==> src/rtl/adder_pkg.sv <==
// Shared types and defaults for the word-serial wide adder.
// FSM state codes and default chunk geometry.
package adder_pkg;

  localparam int WIDTH_DEF = 2;
  localparam int WORDS_DEF = 4;

  typedef enum logic [1:0] {
    ST_IDLE = 2'd0,
    ST_RUN  = 2'd1,
    ST_DONE = 2'd2
  } state_t;

endpackage

==> src/rtl/wide_adder_seq_if.sv <==
// Start/done request bundle between requester and adder.
// The master drives operands and start; the slave returns the result.
interface wide_adder_seq_if
  import adder_pkg::*;
#(
  parameter int WIDTH = WIDTH_DEF,
  parameter int WORDS = WORDS_DEF
);

  localparam int OPW = WIDTH * WORDS;

  logic           i_start;
  logic [OPW-1:0] i_op_a;
  logic [OPW-1:0] i_op_b;
  logic           o_busy;
  logic           o_done;
  logic [OPW:0]   o_sum;

  modport master (
    output i_start, i_op_a, i_op_b,
    input  o_busy, o_done, o_sum
  );

  modport slave (
    input  i_start, i_op_a, i_op_b,
    output o_busy, o_done, o_sum
  );

endinterface

==> src/rtl/nBitAdder.sv <==
// Narrow unsigned adder shared by the wide-add sequencer.
// Returns an N+1 bit sum; the MSB is the carry-out.
module nBitAdder #(
  parameter int N = 2
) (
  input  logic [N-1:0] a,
  input  logic [N-1:0] b,
  output logic [N:0]   sum
);

  assign sum = {1'b0, a} + {1'b0, b};

endmodule

==> src/rtl/wide_adder_seq.sv <==
// Word-serial wide adder: one narrow adder, LSB chunk first,
// carry held in a register between chunks.
module wide_adder_seq
  import adder_pkg::*;
#(
  parameter int WIDTH = WIDTH_DEF,
  parameter int WORDS = WORDS_DEF
) (
  input logic i_clk,
  input logic i_rst,
  wide_adder_seq_if.slave bus
);

  localparam int OPW = WIDTH * WORDS;
  localparam int IW  = (WORDS > 1) ? $clog2(WORDS) : 1;

  state_t         state;
  state_t         next;
  logic [OPW-1:0] a_q;
  logic [OPW-1:0] b_q;
  logic           carry;
  logic [IW-1:0]  idx;
  logic [OPW:0]   sum_q;

  logic [WIDTH-1:0] a_k;
  logic [WIDTH-1:0] b_k;
  logic [WIDTH:0]   add_s;
  logic [WIDTH:0]   inc_s;
  logic             cout;
  logic             last;
  logic             accept;
  logic             busy;
  logic             done;

  assign a_k = a_q[idx*WIDTH +: WIDTH];
  assign b_k = b_q[idx*WIDTH +: WIDTH];

  nBitAdder #(.N(WIDTH)) u_add (
    .a   (a_k),
    .b   (b_k),
    .sum (add_s)
  );

  // The two carries cannot both be set, so OR merges them.
  assign inc_s = {1'b0, add_s[WIDTH-1:0]}
               + {{WIDTH{1'b0}}, carry};
  assign cout  = add_s[WIDTH] | inc_s[WIDTH];
  assign last  = (idx == IW'(WORDS - 1));

  // State register.
  always_ff @(posedge i_clk or posedge i_rst) begin
    if (i_rst) state <= ST_IDLE;
    else       state <= next;
  end

  // Next-state and status decode.
  always_comb begin
    next   = state;
    busy   = 1'b0;
    done   = 1'b0;
    accept = 1'b0;
    unique case (state)
      ST_IDLE: begin
        if (bus.i_start) begin
          accept = 1'b1;
          next   = ST_RUN;
        end
      end
      ST_RUN: begin
        busy = 1'b1;
        if (last) next = ST_DONE;
      end
      ST_DONE: begin
        busy = 1'b1;
        done = 1'b1;
        next = ST_IDLE;
      end
      default: next = ST_IDLE;
    endcase
  end

  // Operand capture and per-chunk accumulate.
  always_ff @(posedge i_clk or posedge i_rst) begin
    if (i_rst) begin
      a_q   <= '0;
      b_q   <= '0;
      carry <= 1'b0;
      idx   <= '0;
      sum_q <= '0;
    end else if (accept) begin
      a_q   <= bus.i_op_a;
      b_q   <= bus.i_op_b;
      carry <= 1'b0;
      idx   <= '0;
      sum_q <= '0;
    end else if (state == ST_RUN) begin
      sum_q[idx*WIDTH +: WIDTH] <= inc_s[WIDTH-1:0];
      carry <= cout;
      if (last) sum_q[OPW] <= cout;
      else      idx <= idx + 1'b1;
    end
  end

  assign bus.o_busy = busy;
  assign bus.o_done = done;
  assign bus.o_sum  = sum_q;

endmodule

==> src/flat_wrapper.sv <==
// flat-port wrapper written by rule: the top's interface ports become plain ports
module wide_adder_seq_flat import adder_pkg::*;
#(
  parameter int WIDTH = WIDTH_DEF,
  parameter int WORDS = WORDS_DEF
)
  (i_clk, i_rst, bus_i_start, bus_i_op_a, bus_i_op_b, bus_o_busy, bus_o_done, bus_o_sum);
  wide_adder_seq_if #(.WIDTH(WIDTH), .WORDS(WORDS)) bus_i ();
  input logic i_clk;
  input logic i_rst;
  input wire logic [$bits(bus_i.i_start)-1:0] bus_i_start;
  input wire logic [$bits(bus_i.i_op_a)-1:0] bus_i_op_a;
  input wire logic [$bits(bus_i.i_op_b)-1:0] bus_i_op_b;
  output wire logic [$bits(bus_i.o_busy)-1:0] bus_o_busy;
  output wire logic [$bits(bus_i.o_done)-1:0] bus_o_done;
  output wire logic [$bits(bus_i.o_sum)-1:0] bus_o_sum;
  assign bus_i.i_start = bus_i_start;
  assign bus_i.i_op_a = bus_i_op_a;
  assign bus_i.i_op_b = bus_i_op_b;
  assign bus_o_busy = bus_i.o_busy;
  assign bus_o_done = bus_i.o_done;
  assign bus_o_sum = bus_i.o_sum;
  wide_adder_seq #(.WIDTH(WIDTH), .WORDS(WORDS)) u_core (.i_clk(i_clk), .i_rst(i_rst), .bus(bus_i));
endmodule
==> config.mk <==
export PLATFORM = sky130hd
export DESIGN_NAME = wide_adder_seq_flat
export DESIGN_NICKNAME = d
export VERILOG_FILES = /design/src/rtl/adder_pkg.sv /design/src/rtl/wide_adder_seq_if.sv /design/src/rtl/nBitAdder.sv /design/src/rtl/wide_adder_seq.sv /design/src/flat_wrapper.sv
export SDC_FILE = /design/constraint.sdc
export NUM_CORES = 1
export LEC_CHECK = 0
export ABC_AREA = 1
export CAP_MARGIN = 20
export CORE_UTILIZATION = 50
export CTS_BUF_LIST = sky130_fd_sc_hd__clkbuf_16
export CTS_CLUSTER_SIZE = 10
export DETAILED_ROUTE_END_ITERATION = 6
export PLACE_DENSITY = 0.89
export SLEW_MARGIN = 20
export SYNTH_ARGS = -nofsm -noshare
export SYNTH_HDL_FRONTEND = slang
export SYNTH_SLANG_ARGS = --single-unit
==> constraint.sdc <==
create_clock -name i_clk -period 4.45 [get_ports i_clk]
set_input_delay 0.89 -clock i_clk [delete_from_list [all_inputs] [get_ports i_clk]]
set_output_delay 0.89 -clock i_clk [all_outputs]
set_load 0.01 [all_outputs]
==> results of run 1 <==
-- metrics by stage --
step	power (mW)	setup WS, ns
after floorplan	0.9889	2.244
after global placement	1.146	1.941
after detailed placement	1.170	1.883
after CTS	1.499	1.877
after global routing	1.629	1.680
final	1.494	1.875
-- cell families (layout without fill, tap and decap cells) --
| family | after synthesis | count (layout) | share of synthesized area (%) |
|---|---|---|---|
| adder cells (fa/ha/maj) | 12 | 12 | 9.715 |
| buffers and inverters | 29 | 60 | 8.790 |
| flip-flops | 30 | 30 | 46.26 |
| AO/OA/AOI/OAI | 29 | 29 | 10.10 |
| AND/OR/NAND/NOR | 100 | 100 | 25.13 |
-- cells in the final DEF (no fill, tap or decap) --
cell             Yosys  layout
clkdlybuf4s50_1      0      29
o22a_1               1       1
o21ai_2              1       1
a21oi_2              2       2
nand2_2              1       1
ha_1                11      11
clkinv_1             0       1
nor3_1               2       2
nor2_1              14      14
a21oi_1              4       4
nand3b_1             2       2
inv_2                2       3
fa_1                 1       1
dfrtp_1             30      30
inv_1               21      21
nand3_1             10      10
clkbuf_16            0       5
o22ai_1              2       2
o21ai_0             18      18
nand2_1             68      68
clkinv_2             0       1
a31oi_1              1       1
nand4_1              3       3
-- power breakdown --
group | switching (mW) | leakage (nW) | internal (mW)
logic | 0.432 | 0.569 | 0.283
registers | 0.0858 | 0.385 | 0.383
clock network | 0.108 | 0.0724 | 0.201
total | 0.627 | 1.03 | 0.867
-- state kept, by name, summed over array words and instances, names as in the netlist --
signal	cells
u_core.bus.o_sum	9
u_core.a_q	8
u_core.b_q	8
u_core.idx	2
u_core.state	2
u_core.carry	1
-- layout make-up --
| type | count | area (um2) |
|---|---|---|
| clock inverters | 3 | 12.51 |
| well taps | 44 | 55.05 |
| inverters | 23 | 86.33 |
| clock buffers | 5 | 125.1 |
| multi-input cells | 141 | 729.5 |
| repair buffers | 29 | 290.3 |
| fillers | 256 | 1028 |
| flip-flops and latches | 30 | 750.7 |
-- worst max-delay path: cells and delay by family (launching register included) --
kind / cells / cell delay [ns]
buffers and inverters: 3 / 0.30
adders and majority gates: 3 / 0.84
DFF: 1 / 0.66
and+or+nand+nor: 2 / 0.23
AOI/OAI and AO/OA: 3 / 0.40
-- metal layers --
metal	part of all wire (%)	vias up	GRT usage, %
li1	-	691	-
met1	47	605	29.31
met2	44	53	32.63
met3	6.3	9	4.585
met4	2.5	0	10.54
met5	0	-	0
-- path summary, 6_finish.rpt --
check                                          start                              end  slack [ns]  depth (start not counted)
max in group asynchronous                      i_rst  u_core.bus.o_sum[6]$_DFFE_PP0P_        3.05                          2
min                        u_core.a_q[4]$_DFFE_PP0P_        u_core.a_q[4]$_DFFE_PP0P_        0.48                          2
min in group asynchronous                      i_rst        u_core.b_q[7]$_DFFE_PP0P_        1.01                          2
max                        u_core.idx[0]$_DFFE_PP0P_  u_core.bus.o_sum[3]$_DFFE_PP0P_        1.87                         11
max reg2reg                u_core.idx[0]$_DFFE_PP0P_  u_core.bus.o_sum[3]$_DFFE_PP0P_        1.87                         11
min reg2reg                u_core.a_q[4]$_DFFE_PP0P_        u_core.a_q[4]$_DFFE_PP0P_        0.48                          2
==> results by group, run 1 <==
Detailed routing
  • Post-Route WL: between 3000 and 4000 um
  • Final ANT Viol Nets: 0
  • Drt pass-1 iters: 4
  • Initial DRC count: 51
  • Via count: 1358
  • Routed WL per cell: around 12 um
  • Vias/cell: about 4.9
  • # DRC: 0

Synthesis
  • Top post-synthesis cells by count: nand2_1 (68), dfrtp_1 (30), inv_1 (21)
  • Async S/R FF share, synth: between 90% and 100%
  • Sequential fraction of the synthesis area: 46.26%
  • Mean post-synth cell area: 8.114 um2
  • Cell variety after synth: 22
  • Cell taking the most area after synthesis: dfrtp_1
  • Warnings, synthesis: 0
  • Gate Count Post-Synth: 200
  • Top-count cell post-synth: nand2_1
  • Netlist Area Pre-Place: approximately 1600 um2
  • Area contributors post-synth: dfrtp_1 (46%), nand2_1 (16%), ha_1 (8.5%)
  • Synthesized Nets: 231
  • Synth top area share: between 40% and 50%
  • Post-synth EDFFs: 0
  • Synthesized flop and latch total: 30
  • Top_reg_cell synth: dfrtp_1

STA
  • Clock Skews: 0.004655 ns
  • Final Cycle Share: 57.87%
  • Fmax: roughly 0.39 GHz
  • Final max-slew violation count: 0
  • Worst Max-Slew Pin Slew: 0.5993 ns
  • Hold Worst Slack: 0.4778 ns
  • Final min period: 2.575 ns
  • RSZ-0062 raised after global routing: false
  • Setup TNS Final: 0 ns
  • Hold Vio Cnt, Final: 0
  • Relative max-transition margin: 59.99%
  • Setup-failing EPs final: 0

Placement
  • Post-DP HPWL: 2306 um
  • Post-DP Area: 1912 um2
  • RePlAce Congestion: around 0.99
  • Port Buffers: 29
  • Placed Instances: 267

Die
  • Row cnt: 20
  • Initial Util: approximately 53%
  • Core area: 3078 um2
  • Die H: 58.97 um
  • # IOs: 30
  • Die width: 58.97 um
  • DIE AREA: 3477 um2

Power
  • Cell Pwr Density: 728.9 nW/um2
  • Lkg Pwr: 1.027 nW
  • Worst ir drop on vdd: between 0.4 and 0.5 mV

Layout
  • Final std cells w/o fill: 275
  • Diodes inserted: 0
  • Area growth, synth to finish: 26.29%
  • Finished Core Util: 66.59%
  • Layout cell share with drive strength beyond 1: 5.628%
  • Layout net count: 261
  • Design Area, Final: 2049 um2

Clocking
  • CTS resizes: 0
  • Clk sinks: 30
  • # H-tree levels: 2
  • Number of CTS-inserted buffers: 5
  • Worst-skew pair later-pin latency: around 0.27 ns
  • # hold bufs at CTS: 0
  • CTS clk-pin slew, worst paths: 0.05 ns
  • CTS max path bufs: 2
  • Clk root buf: clkbuf_16
  • Setup Buffers After CTS: 0
  • CTS tree: done

Setup path
  • CP cell instances: inv_2 -> o21ai_0 -> o22ai_1 -> ha_1 -> inv_1 -> fa_1 -> inv_1 -> ha_1 -> nand3_1 -> nand3b_1 -> o21ai_0
  • Max Fanout on Critical Path: 17
  • Worst path arrival time: 2.72 ns
  • WS Path Type: register to register
  • CP startpoint kind: register
  • CP required: 4.59 ns
  • CP max-delay cell: dfrtp_1
  • Worst setup EP type: register
  • CP peak stage delay: 0.66 ns

GRT
  • Gr usage total: 21.49%
  • Number of global-route vias before repair: 1266
  • Largest net degree at the start of global routing: 31
  • Antenna violations before repair: 0
  • Remaining global-route overflow: 0
  • First-pass GRT wire length: 5520 um

Job
  • Max-Cap Viols: 0

Min path
  • Hold Crit Class: register to register

Outcome
  • Outcome: complete, no violations
(Power assumes the default switching activity.)
==> run 2: changes to the inputs <==
- CORE_UTILIZATION: 50 -> 46
- PLACE_DENSITY: 0.89 -> 0.86
- clock period: 4.45 -> 2.3 ns (I/O delays scaled with it)
==> run 2 against run 1 <==
Die area up 8.4%. Critical path depth unchanged. Critical path type unchanged. Global-route usage up 1.3 points. Clock skew about the same. Largest power group unchanged. Cell area up 6.0%. Register-to-register slack worse by 1.8 ns. Hold slack better by 0.0018 ns. Clock-buffer cell count unchanged. Combinational power up 140%. Largest cell class is now multi-input gates. Cell count up 4.4%. Wire length up 7.9%. Non-clock buffer count up 12.
==> results by group, run 2 (same netlist as run 1, synthesis figures left out) <==
Outcome
  • Outcome: complete, no violations

Detailed routing
  • # DRC: 0
  • Initial DRC count: 67
  • Drt pass-1 iters: 4
  • Routed WL per cell: approximately 12 um
  • Final ANT Viol Nets: 0
  • Vias/cell: 5.122
  • Post-Route WL: between 3000 and 4000 um
  • Via count: 1470

Setup path
  • CP startpoint kind: register
  • R2R Setup Slk: just over 0.09 ns
  • CP max-delay cell: fa_1
  • CP required: between 2 and 3 ns
  • Worst setup EP type: register
  • CP cell instances: inv_4 -> nor2_2 -> o22ai_2 -> ha_2 -> inv_1 -> fa_1 -> inv_2 -> ha_4 -> nand3_2 -> nand3b_1 -> o21ai_1
  • Max Fanout on Critical Path: 6
  • WS Path Type: register to register
  • WP buf/inv: 3
  • Cell family with most CP delay: adder cells
  • Worst path arrival time: 2.41 ns
  • CP peak stage delay: ~0.49 ns

Power
  • Comb power frac: 53.9%
  • Worst ir drop on vdd: 0.6042 mV
  • Net Switching: 1.332 mW
  • Cell Pwr Density: 1472 nW/um2
  • Pwr Total: 3.198 mW
  • Clock power frac: 18.4%
  • Net Sw Frac: between 40% and 50%
  • Sequential share of power: between 20 and 30%
  • Pint: 1.866 mW
  • Lkg Pwr: 1.077 nW

Die
  • # IOs: 30
  • Die H: around 61 um
  • DIE AREA: 3769 um2
  • Core area: 3363 um2
  • Row cnt: 21
  • Die width: 61.40 um
  • Initial Util: 48.25%

Layout
  • Most frequent cells in the layout: nand2_1 (68), clkdlybuf4s50_1 (29), dfrtp_1 (28)
  • Layout net count: around 270
  • Finished Core Util: 64.62%
  • Fill cells: 301
  • Diodes inserted: 0
  • Largest register FFs: 9
  • Layout cell share with drive strength beyond 1: between 10% and 20%
  • Most common cell after layout, fill and taps aside: nand2_1
  • Area growth, synth to finish: 33.92%

STA
  • Final Worst Setup Slack: roughly 0.090 ns
  • Hold Worst Slack: 0.4796 ns
  • Worst Max-Slew Pin Slew: 0.4168 ns
  • Final Cycle Share: 96.07%
  • Clock Skews: roughly 0.0048 ns
  • Setup TNS Final: 0 ns
  • Setup-failing EPs final: 0
  • Final max-slew violation count: 0
  • Final min period: ~2.2 ns
  • Hold Vio Cnt, Final: 0
  • Relative max-transition margin: 72.21%
  • Fmax: 0.4526 GHz

Clocking
  • CTS tree: done
  • Clk sinks: 30
  • Number of CTS-inserted buffers: 5
  • CTS max path bufs: 2
  • Clk root buf: clkbuf_16
  • # hold bufs at CTS: 0
  • # H-tree levels: 2
  • CTS clk-pin slew, worst paths: 0.05 ns
  • Worst-skew pair later-pin latency: 0.28 ns

Placement
  • RePlAce Congestion: approximately 0.87
  • Port Buffers: 29
  • Post-DP HPWL: between 2000 and 2500 um
  • Setup WS pre-CTS: -0.1273 ns

GRT
  • Number of global-route vias before repair: ~1400
  • First-pass GRT wire length: 6003 um
  • Remaining global-route overflow: 0
  • Antenna violations before repair: 0
  • Gr usage total: between 20% and 30%
  • Largest net degree at the start of global routing: 31

Job
  • Max-Cap Viols: 0

Min path
  • Hold Crit Class: register to register
## run 2: routing by layer
metal	vias to the layer above	global-route usage (%)	routed length [um]
met5	-	0	0
met4	0	10.79	61
met1	679	26.51	1484
met3	10	8.613	237
li1	721	-	-
met2	60	37.27	1755
## run 2: what timing repair did
item,in CTS,in global routing
pin swaps,2,2
gates resized for setup,5,10
setup buffers,6,1
endpoints found under the setup margin,3,3
## run 2: path summary, 6_finish.rpt
| kind | depth (start not counted) | startpoint | to |
|---|---|---|---|
| max in group asynchronous | 3 | i_rst | u_core.idx[0]$_DFFE_PP0P_ |
| min reg2reg | 2 | u_core.bus.o_sum[6]$_DFFE_PP0P_ | u_core.bus.o_sum[6]$_DFFE_PP0P_ |
| min | 2 | u_core.bus.o_sum[6]$_DFFE_PP0P_ | u_core.bus.o_sum[6]$_DFFE_PP0P_ |
| max reg2reg | 11 | u_core.idx[0]$_DFFE_PP0P_ | u_core.bus.o_sum[3]$_DFFE_PP0P_ |
| max | 11 | u_core.idx[0]$_DFFE_PP0P_ | u_core.bus.o_sum[3]$_DFFE_PP0P_ |
| min in group asynchronous | 3 | i_rst | u_core.bus.o_sum[6]$_DFFE_PP0P_ |
## run 2: final cells by class
cell class / count / area, um2 / share of cell area [%]
clock buffers: 5 / 125.1 / 5.757
repair buffers: 41 / 380.4 / 17.50
clock inverters: 1 / 3.754 / 0.1727
well taps: 46 / 57.56 / 2.648
flip-flops and latches: 30 / 753.2 / 34.66
multi-input cells: 141 / 764.5 / 35.18
inverters: 23 / 88.84 / 4.088
## run 2: metrics by stage
stage / std cells / cell area, um2
floorplan: 200 / 1623
global placement: 274 / 1952
detailed placement: 274 / 1952
CTS: 286 / 2143
global route: 287 / 2173
finish: 287 / 2173
## run 2: power by group through the flow
| stage | clock (mW) | combinational, mW | sequential [mW] |
|---|---|---|---|
| 2_1_floorplan | 0 | 1.05 | 0.864 |
| 3_3_place_gp | 0 | 1.38 | 0.880 |
| 3_5_place_dp | 0 | 1.43 | 0.890 |
| 4_1_cts | 0.601 | 1.60 | 0.875 |
| 5_1_grt | 0.637 | 1.95 | 0.907 |
| 6_report | 0.588 | 1.73 | 0.885 |
## run 2: worst min-delay path, stage by stage, from the launching register on
cell and delay [ns]:
dfrtp_1 0.34, nand2_1 0.05, o21ai_0 0.05
==> variant 1 (settings of run 2) <==
Change the package constant `WIDTH_DEF` from 2 to 4.
--- a/src/rtl/adder_pkg.sv
+++ b/src/rtl/adder_pkg.sv
@@ -3,5 +3,5 @@
 package adder_pkg;
 
-  localparam int WIDTH_DEF = 2;
+  localparam int WIDTH_DEF = 4;
   localparam int WORDS_DEF = 4;
 
Ports: changed (resized bus_i_op_a, bus_i_op_b and bus_o_sum); port bits go from 30 to 54. No check against the original RTL was run, so the function may have changed too.
==> variant 1 against run 2 <==
The flow now finishes with violations (negative setup slack); synthesized area grew 71%; total power grew 88%; routed wire length grew 110%; worst setup slack lost 0.29 ns; design area grew 75%; combinational power grew 100%; synthesized cell count grew 75%; sequential cell count grew 24; critical path type unchanged; largest cell class unchanged.
==> variant 1: results (changes against run 2) <==
Pwr
  – Static Leakage: 0.00186 uW (+72%)
  – P_seq: 1590 uW (+80%)
  – Sequential Power Share: 26.6% (-1.1 points)
  – P_clk: 946 uW (+61%)
  – Max IR drop VDD: 768 uV (+27%)

Clocking
  – CTS sink cnt: 54 (+80%)
  – CTS clk-pin slew, worst paths: 0.07 ns (+0.02 ns)
  – Post-cts sizing count: 15 (+10)

Timing
  – Final WS setup: -0.202 ns (-0.293 ns)
  – Final Setup Violations: 10 (+10)
  – Final Skew: 0.00419 ns (-0.000578 ns)

Synth
  – Unique masters post-synth: 26 (+18%)
  – Adder-cell area share of the yosys netlist: 7.01% (-2.7 points)
  – Most common library cells after synthesis: nand2_1 (136), dfrtp_1 (54), nor2_1 (28)
  – Syn_nets: 400 (+73%)
  – Syn Inst Count: 350 (+75%)
  – Compound-gate portion of the synthesized area: 9.94% (-0.16 points)

Setup path
  – FF-to-FF End: u_core.bus.o_sum[6]
  – Flop-to-flop setup slack: -0.20 ns (-0.29 ns)
  – Reg2reg path depth: 12 (+1)

Hold path
  – Worst-case hold path end point: u_core.a_q[3]

Final layout
  – Max reg flops: 17 (+8)
  – Share of layout cells above drive strength 1: 15.7% (+1.6 points)
  – Nets: 463 (+70%)

Placed design
  – Place WS: -0.0813 ns (+0.0459 ns)
  – Port Buf Inserts: 53 (+83%)
  – Inst Count DP: 474 (+73%)

GRT
  – Vias in the first global route: 2525 (+79%)
  – Met1 GRT Util: 28.8% (+2.3 points)
  – First-pass GRT wire length: 11.3 mm (+88%)

Routing
  – Wire length on met3: 530 um (+120%)
  – DRT iter0 DRCs: 309 (+360%)
  – Post-DR wirelength/cell: 15.6 um (+26%)
  – Wire length on met1: 3.14 mm (+110%)
  – First-pass DRT Iterations: 6 (+2)

Outcome
  – Failing checks: negative setup slack
  – Outcome: finished with violations
-- variant 1: cell types whose count changed in the layout (fill, tap and decap cells not counted), moves of 4 or more --
| cell | change |
|---|---|
| clkdlybuf4s50_1 | +24 |
| buf_6 | +4 |
| nand2_2 | +5 |
| o21ai_1 | +4 |
| nand3_1 | +6 |
| dfrtp_1 | +24 |
| nand2_1 | +63 |
| nand3_2 | +4 |
| nor2_1 | +11 |
| o22ai_1 | +8 |
-- variant 1: worst reg2reg max path: cells and delay by family (launching register included) --
kind                       cells  cell delay, ns
adders and majority gates      2            0.82
and+or+nand+nor                5            0.40
AOI/OAI and AO/OA              2            0.49
DFF                            1            0.46
buffers and inverters          3            0.23
-- variant 1: area by class of cell --
class                           instances  area [um2]  area share [%]
Multi-Input combinational cell        254        1380            36.2
Sequential cell                        54        1350            35.6
Timing Repair Buffer                   67         663            17.5
Clock buffer                            5         125            3.29
Inverter                               30         123            3.23
Tap cell                               72        90.1            2.37
Clock inverter                          3        63.8            1.68
Timing Repair inverter                  1        5.00           0.132
==> variant 2 (settings of run 2) <==
Without the edit above. Reset style: synchronous (`i_rst`), changed in 2 clocked blocks.
--- a/src/rtl/wide_adder_seq.sv
+++ b/src/rtl/wide_adder_seq.sv
@@ -49,5 +49,5 @@
 
   // State register.
-  always_ff @(posedge i_clk or posedge i_rst) begin
+  always_ff @(posedge i_clk) begin
     if (i_rst) state <= ST_IDLE;
     else       state <= next;
@@ -81,5 +81,5 @@
 
   // Operand capture and per-chunk accumulate.
-  always_ff @(posedge i_clk or posedge i_rst) begin
+  always_ff @(posedge i_clk) begin
     if (i_rst) begin
       a_q   <= '0;
Check against the original RTL: differs if i_rst is asserted again (counterexample within 4 cycles, from zero or initial values and one cycle with i_rst high); with i_rst held inactive, the same outputs for 10 cycles.
==> variant 2 against run 2 <==
Synthesized area is 5.1% lower; critical path depth is 1 lower; count of clock-buffer cells in the layout stayed put; synthesized cell count is 4.5% higher; worst setup slack better by 0.085 ns; design area is 6.7% lower; sequential share of layout area is 4.9 points lower; sequential cell count stayed put; maximum frequency is 4.0% higher; via count is 4.0% lower; routed wire length is 12% lower.
Power is not compared: it rests on default switching activity, and its combinational part moved more than twofold at a synthesized area within 25%.
==> variant 2: results (changes against run 2) <==
Synth
  – Adder-cell area share of the yosys netlist: 12.7% (+3.0 points)
  – Most common library cells after synthesis: nor2_1 (55), dfxtp_1 (30), o21ai_0 (24)
  – Unique masters post-synth: 19 (-14%)
  – Ys async rst share: 0% (-100 points)
  – Yosys warnings: 0 (unchanged)
  – Synth top area cells: dfxtp_1 (39%), nor2_1 (13%), ha_1 (11%)
  – Syn_nets: 243 (+5.2%)
  – Compound-gate portion of the synthesized area: 14.3% (+4.2 points)
  – Post-synthesis xor/xnor area fraction: 0% (unchanged)
  – Sequential area share after synthesis: 39.0% (-7.3 points)

Placed design
  – DP Wirelength: 2.20 mm (-6.5%)
  – Gpl congestion: 0.842 (-3.5%)
  – Port Buf Inserts: 29 (unchanged)
  – Dpl cell area: 0.00185 mm2 (-5.4%)

Final layout
  – Share of layout cells above drive strength 1: 8.30% (-5.8 points)
  – Fill cells: 284 (-5.6%)
  – Nets: 275 (+0.73%)

Routing
  – Total Wirelength: 3.10 mm (-12%)
  – Met2 WL: 1.43 mm (-18%)
  – Wire length on met1: 1.43 mm (-3.4%)
  – DRT iter0 DRCs: 56 (-16%)
  – Wire length on met3: 168 um (-29%)
  – Vias: 1411 (-4.0%)

Setup path
  – Reg2Reg Launch Point: u_core.idx[0]
  – FF-to-FF End: u_core.bus.o_sum[7]
  – Reg2reg path depth: 10 (-1)
  – Flop-to-flop setup slack: 0.18 ns (+0.08 ns)
  – Arrival time worst endpoint: 2.33 ns (-0.08 ns)
  – Crit-path max FO: 12 (+6)

Clocking
  – Post-cts sizing count: 0 (-5)
  – Setup bufs post-CTS: 0 (-6)

GRT
  – First-pass GRT wire length: 5.18 mm (-14%)
  – Vias in the first global route: 1243 (-12%)
  – Met1 GRT Util: 22.5% (-4.1 points)
  – Met3 global-route usage: 7.36% (-1.3 points)
  – Met2 GRT Util: 32.4% (-4.9 points)
  – Largest net degree at the start of global routing: 19 (-39%)
  – All-Layer GR Usage: 19.8% (-2.9 points)

Hold path
  – Worst-case hold path end point: u_core.bus.o_sum[0]

Pwr
  – Sequential Power Share: a little under two fifths

Outcome
  – Outcome: complete, no violations

Timing
  – Final Skew: 0.00197 ns (-0.00279 ns)
  – Slew headroom: 74.5% (+2.2 points)
-- variant 2: cell count changes after synthesis, moves of 3 or more --
cell and change:
a21oi_1 +8, nand4_1 -3, o21ai_0 +6, dfrtp_1 -30, dfxtp_1 +30, nand2_1 -45
nor2_1 +41, ha_1 +3
-- variant 2: critical path, cell delays in order (launching register included) --
cell	delay, ns
dfxtp_4	0.36
buf_8	0.14
o21ai_1	0.14
o22ai_1	0.12
ha_1	0.20
fa_1	0.48
ha_4	0.30
nand3_1	0.09
inv_1	0.07
nand2_1	0.05
a21oi_1	0.11
-- variant 2: through the flow --
stage                     cells  utilization [%]  setup WS (ns)
final                       285             65.4          0.175
after global routing        285             65.4         0.0242
after CTS                   285             64.6         0.0289
after detailed placement    278             59.5         0.0590
after global placement      278             59.5          0.156
after floorplan             209                -          0.116
-- variant 2: layout make-up --
cell class,instances,share of cell area [%]
multi-input cells,149,39.2
flip-flops and latches,30,29.8
repair buffers,33,16.2
clock buffers,5,6.17
inverters,22,4.32
well taps,44,2.71
clock inverters,2,1.67
